File: src/rtl/mem_port_arbiter_if.sv
// -----------------------------------------------------------------------------
// mem_port_arbiter_if
// Bundles the two requester ports, the shared read-data return and the
// single-port RAM command bus of mem_port_arbiter.
//
//   r0_* / r1_*   requester 0 (CPU) and requester 1 (DMA/debug):
//                 req, cmd (01 read, 10 write), addr, wdata in;
//                 gnt (acceptance pulse), rvalid (read data pulse) out
//   rdata         read data shared by both requesters
//   mem_cmd       RAM command: 00 idle, 01 read, 10 write
//   mem_addr      RAM address
//   mem_wdata     RAM write data
//   mem_rdata     RAM read data, valid the cycle after mem_cmd=01
//   busy          arbiter is in the middle of a transaction
//
// Modports:
//   master - requesters plus RAM (the environment around the arbiter)
//   slave  - the arbiter itself
// -----------------------------------------------------------------------------
interface mem_port_arbiter_if #(
    parameter int AW = 9,
    parameter int DW = 16
) ();
    logic          r0_req;
    logic [1:0]    r0_cmd;
    logic [AW-1:0] r0_addr;
    logic [DW-1:0] r0_wdata;
    logic          r0_gnt;
    logic          r0_rvalid;

    logic          r1_req;
    logic [1:0]    r1_cmd;
    logic [AW-1:0] r1_addr;
    logic [DW-1:0] r1_wdata;
    logic          r1_gnt;
    logic          r1_rvalid;

    logic [DW-1:0] rdata;
    logic [1:0]    mem_cmd;
    logic [AW-1:0] mem_addr;
    logic [DW-1:0] mem_wdata;
    logic [DW-1:0] mem_rdata;
    logic          busy;

    modport master (
        output r0_req, r0_cmd, r0_addr, r0_wdata,
        output r1_req, r1_cmd, r1_addr, r1_wdata,
        output mem_rdata,
        input  r0_gnt, r0_rvalid, r1_gnt, r1_rvalid,
        input  rdata, mem_cmd, mem_addr, mem_wdata, busy
    );

    modport slave (
        input  r0_req, r0_cmd, r0_addr, r0_wdata,
        input  r1_req, r1_cmd, r1_addr, r1_wdata,
        input  mem_rdata,
        output r0_gnt, r0_rvalid, r1_gnt, r1_rvalid,
        output rdata, mem_cmd, mem_addr, mem_wdata, busy
    );
endinterface

File: src/rtl/mem_port_arbiter.sv
// -----------------------------------------------------------------------------
// mem_port_arbiter
// Two-requester round-robin arbiter in front of a single-port synchronous RAM.
// One transaction at a time: IDLE samples requests, ACCESS issues the RAM
// command and the grant pulse, RESP (reads only) returns RAM data with rvalid.
//
// Ports:
//   clk    clock
//   reset  synchronous, active-high reset
//   bus    mem_port_arbiter_if.slave - requester ports, rdata, RAM bus, busy
// -----------------------------------------------------------------------------
module mem_port_arbiter #(
    parameter int AW = 9,
    parameter int DW = 16
) (
    input  logic                  clk,
    input  logic                  reset,
    mem_port_arbiter_if.slave     bus
);

    typedef enum logic [1:0] {
        IDLE   = 2'd0,
        ACCESS = 2'd1,
        RESP   = 2'd2
    } state_t;

    localparam logic [1:0] CMD_NONE  = 2'b00;
    localparam logic [1:0] CMD_READ  = 2'b01;
    localparam logic [1:0] CMD_WRITE = 2'b10;

    state_t        state;
    logic          last_winner;   // requester that won the previous arbitration
    logic          id_q;          // requester owning the current transaction
    logic [1:0]    cmd_q;         // command of the current transaction
    logic          r0_gnt_q, r1_gnt_q;
    logic          r0_rvalid_q, r1_rvalid_q;
    logic [1:0]    mem_cmd_q;
    logic [AW-1:0] mem_addr_q;
    logic [DW-1:0] mem_wdata_q;
    logic [DW-1:0] rdata_q;
    logic          busy_q;

    // Requests with a reserved command (00/11) are treated as absent.
    logic valid0, valid1, pick1;
    assign valid0 = bus.r0_req && (bus.r0_cmd == CMD_READ || bus.r0_cmd == CMD_WRITE);
    assign valid1 = bus.r1_req && (bus.r1_cmd == CMD_READ || bus.r1_cmd == CMD_WRITE);
    // r1 wins when it is alone, or on a tie when r0 won last time.
    assign pick1  = valid1 && (!valid0 || !last_winner);

    // NOTE: all state updates below use non-blocking assignments so every
    // register samples pre-edge values, independent of statement order.
    always_ff @(posedge clk) begin
        if (reset) begin
            state       <= IDLE;
            last_winner <= 1'b1;
            id_q        <= 1'b0;
            cmd_q       <= CMD_NONE;
            r0_gnt_q    <= 1'b0;
            r1_gnt_q    <= 1'b0;
            r0_rvalid_q <= 1'b0;
            r1_rvalid_q <= 1'b0;
            mem_cmd_q   <= CMD_NONE;
            mem_addr_q  <= '0;
            mem_wdata_q <= '0;
            rdata_q     <= '0;
            busy_q      <= 1'b0;
        end else begin
            unique case (state)
                IDLE: begin
                    if (valid0 || valid1) begin
                        state       <= ACCESS;
                        last_winner <= pick1;
                        id_q        <= pick1;
                        cmd_q       <= pick1 ? bus.r1_cmd   : bus.r0_cmd;
                        mem_cmd_q   <= pick1 ? bus.r1_cmd   : bus.r0_cmd;
                        mem_addr_q  <= pick1 ? bus.r1_addr  : bus.r0_addr;
                        mem_wdata_q <= pick1 ? bus.r1_wdata : bus.r0_wdata;
                        r0_gnt_q    <= !pick1;
                        r1_gnt_q    <= pick1;
                        busy_q      <= 1'b1;
                    end
                end
                ACCESS: begin
                    r0_gnt_q  <= 1'b0;
                    r1_gnt_q  <= 1'b0;
                    mem_cmd_q <= CMD_NONE;
                    if (cmd_q == CMD_READ) begin
                        state       <= RESP;
                        r0_rvalid_q <= !id_q;
                        r1_rvalid_q <= id_q;
                    end else begin
                        state  <= IDLE;
                        busy_q <= 1'b0;
                    end
                end
                RESP: begin
                    // Keep the returned word so rdata holds it after RESP.
                    rdata_q     <= bus.mem_rdata;
                    r0_rvalid_q <= 1'b0;
                    r1_rvalid_q <= 1'b0;
                    busy_q      <= 1'b0;
                    state       <= IDLE;
                end
                default: state <= IDLE;
            endcase
        end
    end

    // The RAM delivers data during RESP itself, so rdata passes it straight
    // through in that cycle and shows the held copy otherwise.
    assign bus.rdata     = (state == RESP) ? bus.mem_rdata : rdata_q;
    assign bus.r0_gnt    = r0_gnt_q;
    assign bus.r1_gnt    = r1_gnt_q;
    assign bus.r0_rvalid = r0_rvalid_q;
    assign bus.r1_rvalid = r1_rvalid_q;
    assign bus.mem_cmd   = mem_cmd_q;
    assign bus.mem_addr  = mem_addr_q;
    assign bus.mem_wdata = mem_wdata_q;
    assign bus.busy      = busy_q;

endmodule

File: src/flat_wrapper.sv
// flat-port wrapper written by rule: the top's interface ports become plain ports
module mem_port_arbiter_flat 
#(
    parameter int AW = 9,
    parameter int DW = 16
)
  (clk, reset, bus_r0_req, bus_r0_cmd, bus_r0_addr, bus_r0_wdata, bus_r1_req, bus_r1_cmd, bus_r1_addr, bus_r1_wdata, bus_mem_rdata, bus_r0_gnt, bus_r0_rvalid, bus_r1_gnt, bus_r1_rvalid, bus_rdata, bus_mem_cmd, bus_mem_addr, bus_mem_wdata, bus_busy);
  mem_port_arbiter_if #(.AW(AW), .DW(DW)) bus_i ();
  input  logic clk;
  input  logic reset;
  input wire logic [$bits(bus_i.r0_req)-1:0] bus_r0_req;
  input wire logic [$bits(bus_i.r0_cmd)-1:0] bus_r0_cmd;
  input wire logic [$bits(bus_i.r0_addr)-1:0] bus_r0_addr;
  input wire logic [$bits(bus_i.r0_wdata)-1:0] bus_r0_wdata;
  input wire logic [$bits(bus_i.r1_req)-1:0] bus_r1_req;
  input wire logic [$bits(bus_i.r1_cmd)-1:0] bus_r1_cmd;
  input wire logic [$bits(bus_i.r1_addr)-1:0] bus_r1_addr;
  input wire logic [$bits(bus_i.r1_wdata)-1:0] bus_r1_wdata;
  input wire logic [$bits(bus_i.mem_rdata)-1:0] bus_mem_rdata;
  output wire logic [$bits(bus_i.r0_gnt)-1:0] bus_r0_gnt;
  output wire logic [$bits(bus_i.r0_rvalid)-1:0] bus_r0_rvalid;
  output wire logic [$bits(bus_i.r1_gnt)-1:0] bus_r1_gnt;
  output wire logic [$bits(bus_i.r1_rvalid)-1:0] bus_r1_rvalid;
  output wire logic [$bits(bus_i.rdata)-1:0] bus_rdata;
  output wire logic [$bits(bus_i.mem_cmd)-1:0] bus_mem_cmd;
  output wire logic [$bits(bus_i.mem_addr)-1:0] bus_mem_addr;
  output wire logic [$bits(bus_i.mem_wdata)-1:0] bus_mem_wdata;
  output wire logic [$bits(bus_i.busy)-1:0] bus_busy;
  assign bus_i.r0_req = bus_r0_req;
  assign bus_i.r0_cmd = bus_r0_cmd;
  assign bus_i.r0_addr = bus_r0_addr;
  assign bus_i.r0_wdata = bus_r0_wdata;
  assign bus_i.r1_req = bus_r1_req;
  assign bus_i.r1_cmd = bus_r1_cmd;
  assign bus_i.r1_addr = bus_r1_addr;
  assign bus_i.r1_wdata = bus_r1_wdata;
  assign bus_i.mem_rdata = bus_mem_rdata;
  assign bus_r0_gnt = bus_i.r0_gnt;
  assign bus_r0_rvalid = bus_i.r0_rvalid;
  assign bus_r1_gnt = bus_i.r1_gnt;
  assign bus_r1_rvalid = bus_i.r1_rvalid;
  assign bus_rdata = bus_i.rdata;
  assign bus_mem_cmd = bus_i.mem_cmd;
  assign bus_mem_addr = bus_i.mem_addr;
  assign bus_mem_wdata = bus_i.mem_wdata;
  assign bus_busy = bus_i.busy;
  mem_port_arbiter #(.AW(AW), .DW(DW)) u_core (.clk(clk), .reset(reset), .bus(bus_i));
endmodule
File: config.mk
export PLATFORM = sky130hd
export DESIGN_NAME = mem_port_arbiter_flat
export DESIGN_NICKNAME = d
export VERILOG_FILES = /design/src/rtl/mem_port_arbiter_if.sv /design/src/rtl/mem_port_arbiter.sv /design/src/flat_wrapper.sv
export SDC_FILE = /design/constraint.sdc
export NUM_CORES = 1
export LEC_CHECK = 0
export ABC_AREA = 1
export CAP_MARGIN = 0
export CELL_PAD_IN_SITES_DETAIL_PLACEMENT = 2
export CELL_PAD_IN_SITES_GLOBAL_PLACEMENT = 2
export CORE_UTILIZATION = 24
export CTS_BUF_LIST = sky130_fd_sc_hd__clkbuf_8
export DETAILED_ROUTE_END_ITERATION = 7
export PLACE_DENSITY = 0.86
export SYNTH_ARGS = -nofsm -noshare
export SYNTH_HDL_FRONTEND = slang
export SYNTH_SLANG_ARGS = --single-unit
File: constraint.sdc
create_clock -name clk -period 2.9 [get_ports clk]
set_input_delay 0.435 -clock clk [delete_from_list [all_inputs] [get_ports clk]]
set_output_delay 0.435 -clock clk [all_outputs]
set_load 0.01 [all_outputs]
==> results.toml <==
[worst_hold_path]
hold_path_startpoint = "u_core.bus.r0_rvalid$_SDFFE_PP0P_"
min_path_type = "reg -> reg"

[critical_path]
cp_data_required_time_ns = 2.47
path_buf_inv = 3
slowest_stage = "clkdlybuf4s50_1"
critical_path_class = "reg -> out"
endpoint_kind = "output port"
crit_family = "buffers and inverters"
crit_arrival_ns = 2.13
crit_chain = "inv_1, ha_1, clkinv_1, nand2_1, nand2_1, clkdlybuf4s50_1"
start_kind = "register"
crit_start = "u_core.state[0]$_SDFFE_PP0P_"
cp_max_fo = 18
cp_common_cell = "nand2_1"
r2r-start = "u_core.state[0]$_SDFFE_PP0P_"
slowest_delay_ns = 0.48

[floorplan]
io_pins = 122
initial_utilization = 0.249
die_area_um2 = 11800
die_w_um = 109
num_rows = 38
core_um2 = 11000
die_h_um = 109

[timing]
relSlewSlack = 0.675
period_minus_slack_ns = 2.57
worstMarginPinSlew_ns = 0.484
drv_slew = 0
setup_violations = 0
fin_crit_sh = 0.885
final-hold-violation-count = 0
clock_skew_ns = 0.00935
setup_tns_ns = 0
rsz0062_at_grt = "false"
max_freq_ghz = 0.390

[synthesis]
synth_area_leader_cell = "dfxtp_1"
yosysSeqAreaShare = 0.396
synth.most_common_cell = "nand2_1"
synthFlopType = "dfxtp_1"
synth-xor-area-share = 0
synthMuxAreaShare = 0
avgSynthCellArea_um2 = 7.10
synth_compound_area_frac = 0.0600
synthSimpleGateAreaFrac = 0.409
synth_top_area_frac = 0.396
syn_nets = 463
synth_enable_flop_cells = 0
synth_adder_area_share = 0.0183
ys_types = 33
synth_area_um2 = 2730
synth.area.top_cells = "dfxtp_1 (40%), nand2_1 (19%), nor2_2 (9.4%)"
synth_cells = 385
yosys-top-cells-count = "nand2_1 (139), dfxtp_1 (54), nor2_2 (41), inv_1 (36), nand3_1 (35)"
async_flop_share = 0
synth_top_family_by_area = "simple AND/OR/NAND/NOR gates"
ys_warn_count = 0
synth-seq-cells = 54

[detailed_routing]
dr.pass1.iters = 3
drc = 0
dr_total_vias = 2833
via_per_inst = 4.43
wl_per_cell_um = 13.6
wl_um = 8680
ant_nets = 0
first_iter_violations = 54

[place]
place_inst = 631
io_buffers = 121
placed_area_um2 = 3990
place.gp.congestion = 0.740
dp_hpwl_um = 6790

[pwr]
power_density_nw_per_um2 = 540
peakVddDrop_v = 0.000202
pwr-share-comb = 0.334
netSwitchingFraction = 0.310
internal_power_mw = 1.54
clkPwrFrac = 0.271
switchingPower_mw = 0.690
leakagePower_nw = 1.86
seq_power_share = 0.395

[cts]
cts_tree = "done"
htreeDepth = 2
cts_setup_buffers = 0
cts.reportedPaths.clkPinSlew_ns = 0.10
clkSinkCount = 54
root_buffer = "clkbuf_8"
clk_latency_ns = 0.30
cts_hold_buf = 0
cts.path.max_buffers = 2
cts_resized = 0
cts_made_buffers = 5

[layout]
fin_cells = 639
final_area_um2 = 4120
layout.nets = 576
area_delta_synth_final_pct = 50.9
final.fill_count = 1290
diodes = 0
drive_above_1_share = 0.132

[grt]
antenna_found_initial = 0
grt-ovfl-total = 0
grt_pass1_vias = 3102
track_usage = 0.150
grt_pass1_wl_um = 14000
grt_max_degree = 55

[status]
outcome = "finished, final reports clean"

[run]
maxCapViolCount = 0
==> per-stage QoR <==
step                hold WS, ns   util  setup slack [ns]  power [mW]
finish                    0.470  0.375             0.333        2.23
global route              0.487  0.375             0.116        2.37
CTS                       0.476  0.375             0.243        2.28
global placement          0.446  0.363             0.713        1.62
floorplan                 0.445      -              1.24        1.32
detailed placement        0.460  0.363             0.613        1.66
==> worst register-to-register path: cells and delay by family (launching register included) <==
family | cells | cell delay, ns
buffers and inverters | 3 | 0.38
adders and majority gates | 1 | 0.40
DFF | 1 | 0.36
and+or+nand+nor | 3 | 0.39
==> placed cells by master (no fill, tap or decap) <==
| cell type | synthesis | routed |
|---|---|---|
| a21oi_1 | 26 | 26 |
| a21oi_2 | 1 | 1 |
| buf_2 | 5 | 1 |
| buf_4 | 1 | 3 |
| bufinv_16 | 0 | 2 |
| clkbuf_8 | 0 | 5 |
| clkdlybuf4s50_1 | 0 | 120 |
| clkinv_1 | 1 | 1 |
| clkinv_4 | 0 | 1 |
| dfxtp_1 | 54 | 54 |
| ha_1 | 4 | 4 |
| inv_1 | 36 | 36 |
| inv_12 | 1 | 1 |
| inv_2 | 1 | 1 |
| inv_6 | 1 | 1 |
| nand2_1 | 139 | 139 |
| nand2_2 | 1 | 1 |
| nand2_4 | 2 | 2 |
| nand2_8 | 1 | 1 |
| nand3_1 | 35 | 35 |
| nand3_2 | 2 | 2 |
| nand3_4 | 1 | 1 |
| nand3b_1 | 1 | 1 |
| nand4_2 | 1 | 1 |
| nor2_1 | 12 | 12 |
| nor2_2 | 41 | 41 |
| nor3b_1 | 1 | 1 |
| o211ai_1 | 1 | 1 |
| o21ai_0 | 1 | 1 |
| o21ai_1 | 1 | 1 |
| o21bai_1 | 1 | 1 |
| or2_2 | 1 | 1 |
==> area by class of cell <==
class | instances | area (µm²) | area share
Clock buffer | 5 | 68.8 | 0.0167
Inverter | 40 | 168 | 0.0407
Tap cell | 140 | 175 | 0.0425
Timing Repair Buffer | 124 | 1230 | 0.298
Sequential cell | 54 | 1080 | 0.262
Multi-Input combinational cell | 273 | 1330 | 0.323
Clock inverter | 3 | 68.8 | 0.0167
==> state kept, by name (all words and copies together) (netlist names) <==
signal and count:
u_core.bus.mem_addr 9, u_core.bus.busy 1, u_core.bus.r0_rvalid 1, u_core.last_winner 1, u_core.rdata_q 16, u_core.bus.r1_rvalid 1
u_core.state 2, u_core.bus.r0_gnt 1, u_core.bus.mem_wdata 16, u_core.bus.mem_cmd 2, u_core.bus.r1_gnt 1, u_core.cmd_q 2
u_core.id_q 1
==> cells by family (layout without fill, tap and decap cells) <==
kind of cell               Yosys count  after routing
and+or+nand+nor                    238            238
adders and majority gates            4              4
buffers and inverters               58            172
AOI/OAI and AO/OA                   31             31
DFF                                 54             54
==> metal layers <==
| layer | wire length (µm) | part of all wire | global-route usage |
|---|---|---|---|
| met5 | 0 | 0 | 0 |
| met4 | 58 | 0.0067 | 0.0328 |
| met3 | 632 | 0.073 | 0.0436 |
| met2 | 4340 | 0.50 | 0.281 |
| met1 | 3650 | 0.42 | 0.166 |
==> path summary, 6_finish.rpt <==
kind | to | slack (ns) | depth (start not counted)
setup / recovery | bus_rdata[3] | 0.33 | 6
hold / removal | u_core.bus.r0_rvalid$_SDFFE_PP0P_ | 0.47 | 2
setup reg to reg | u_core.bus.mem_wdata[2]$_SDFFE_PP0P_ | 1.28 | 7
hold reg to reg | u_core.bus.r0_rvalid$_SDFFE_PP0P_ | 0.47 | 2
==> power by group through the flow <==
stage	sequential, mW	clock [mW]	combinational [mW]
CTS	0.881	0.631	0.763
detailed placement	0.898	0	0.759
global placement	0.892	0	0.726
global route	0.889	0.651	0.829
finish	0.879	0.604	0.743
floorplan	0.918	0	0.401
Note: power is estimated with default switching activity, not from simulation.
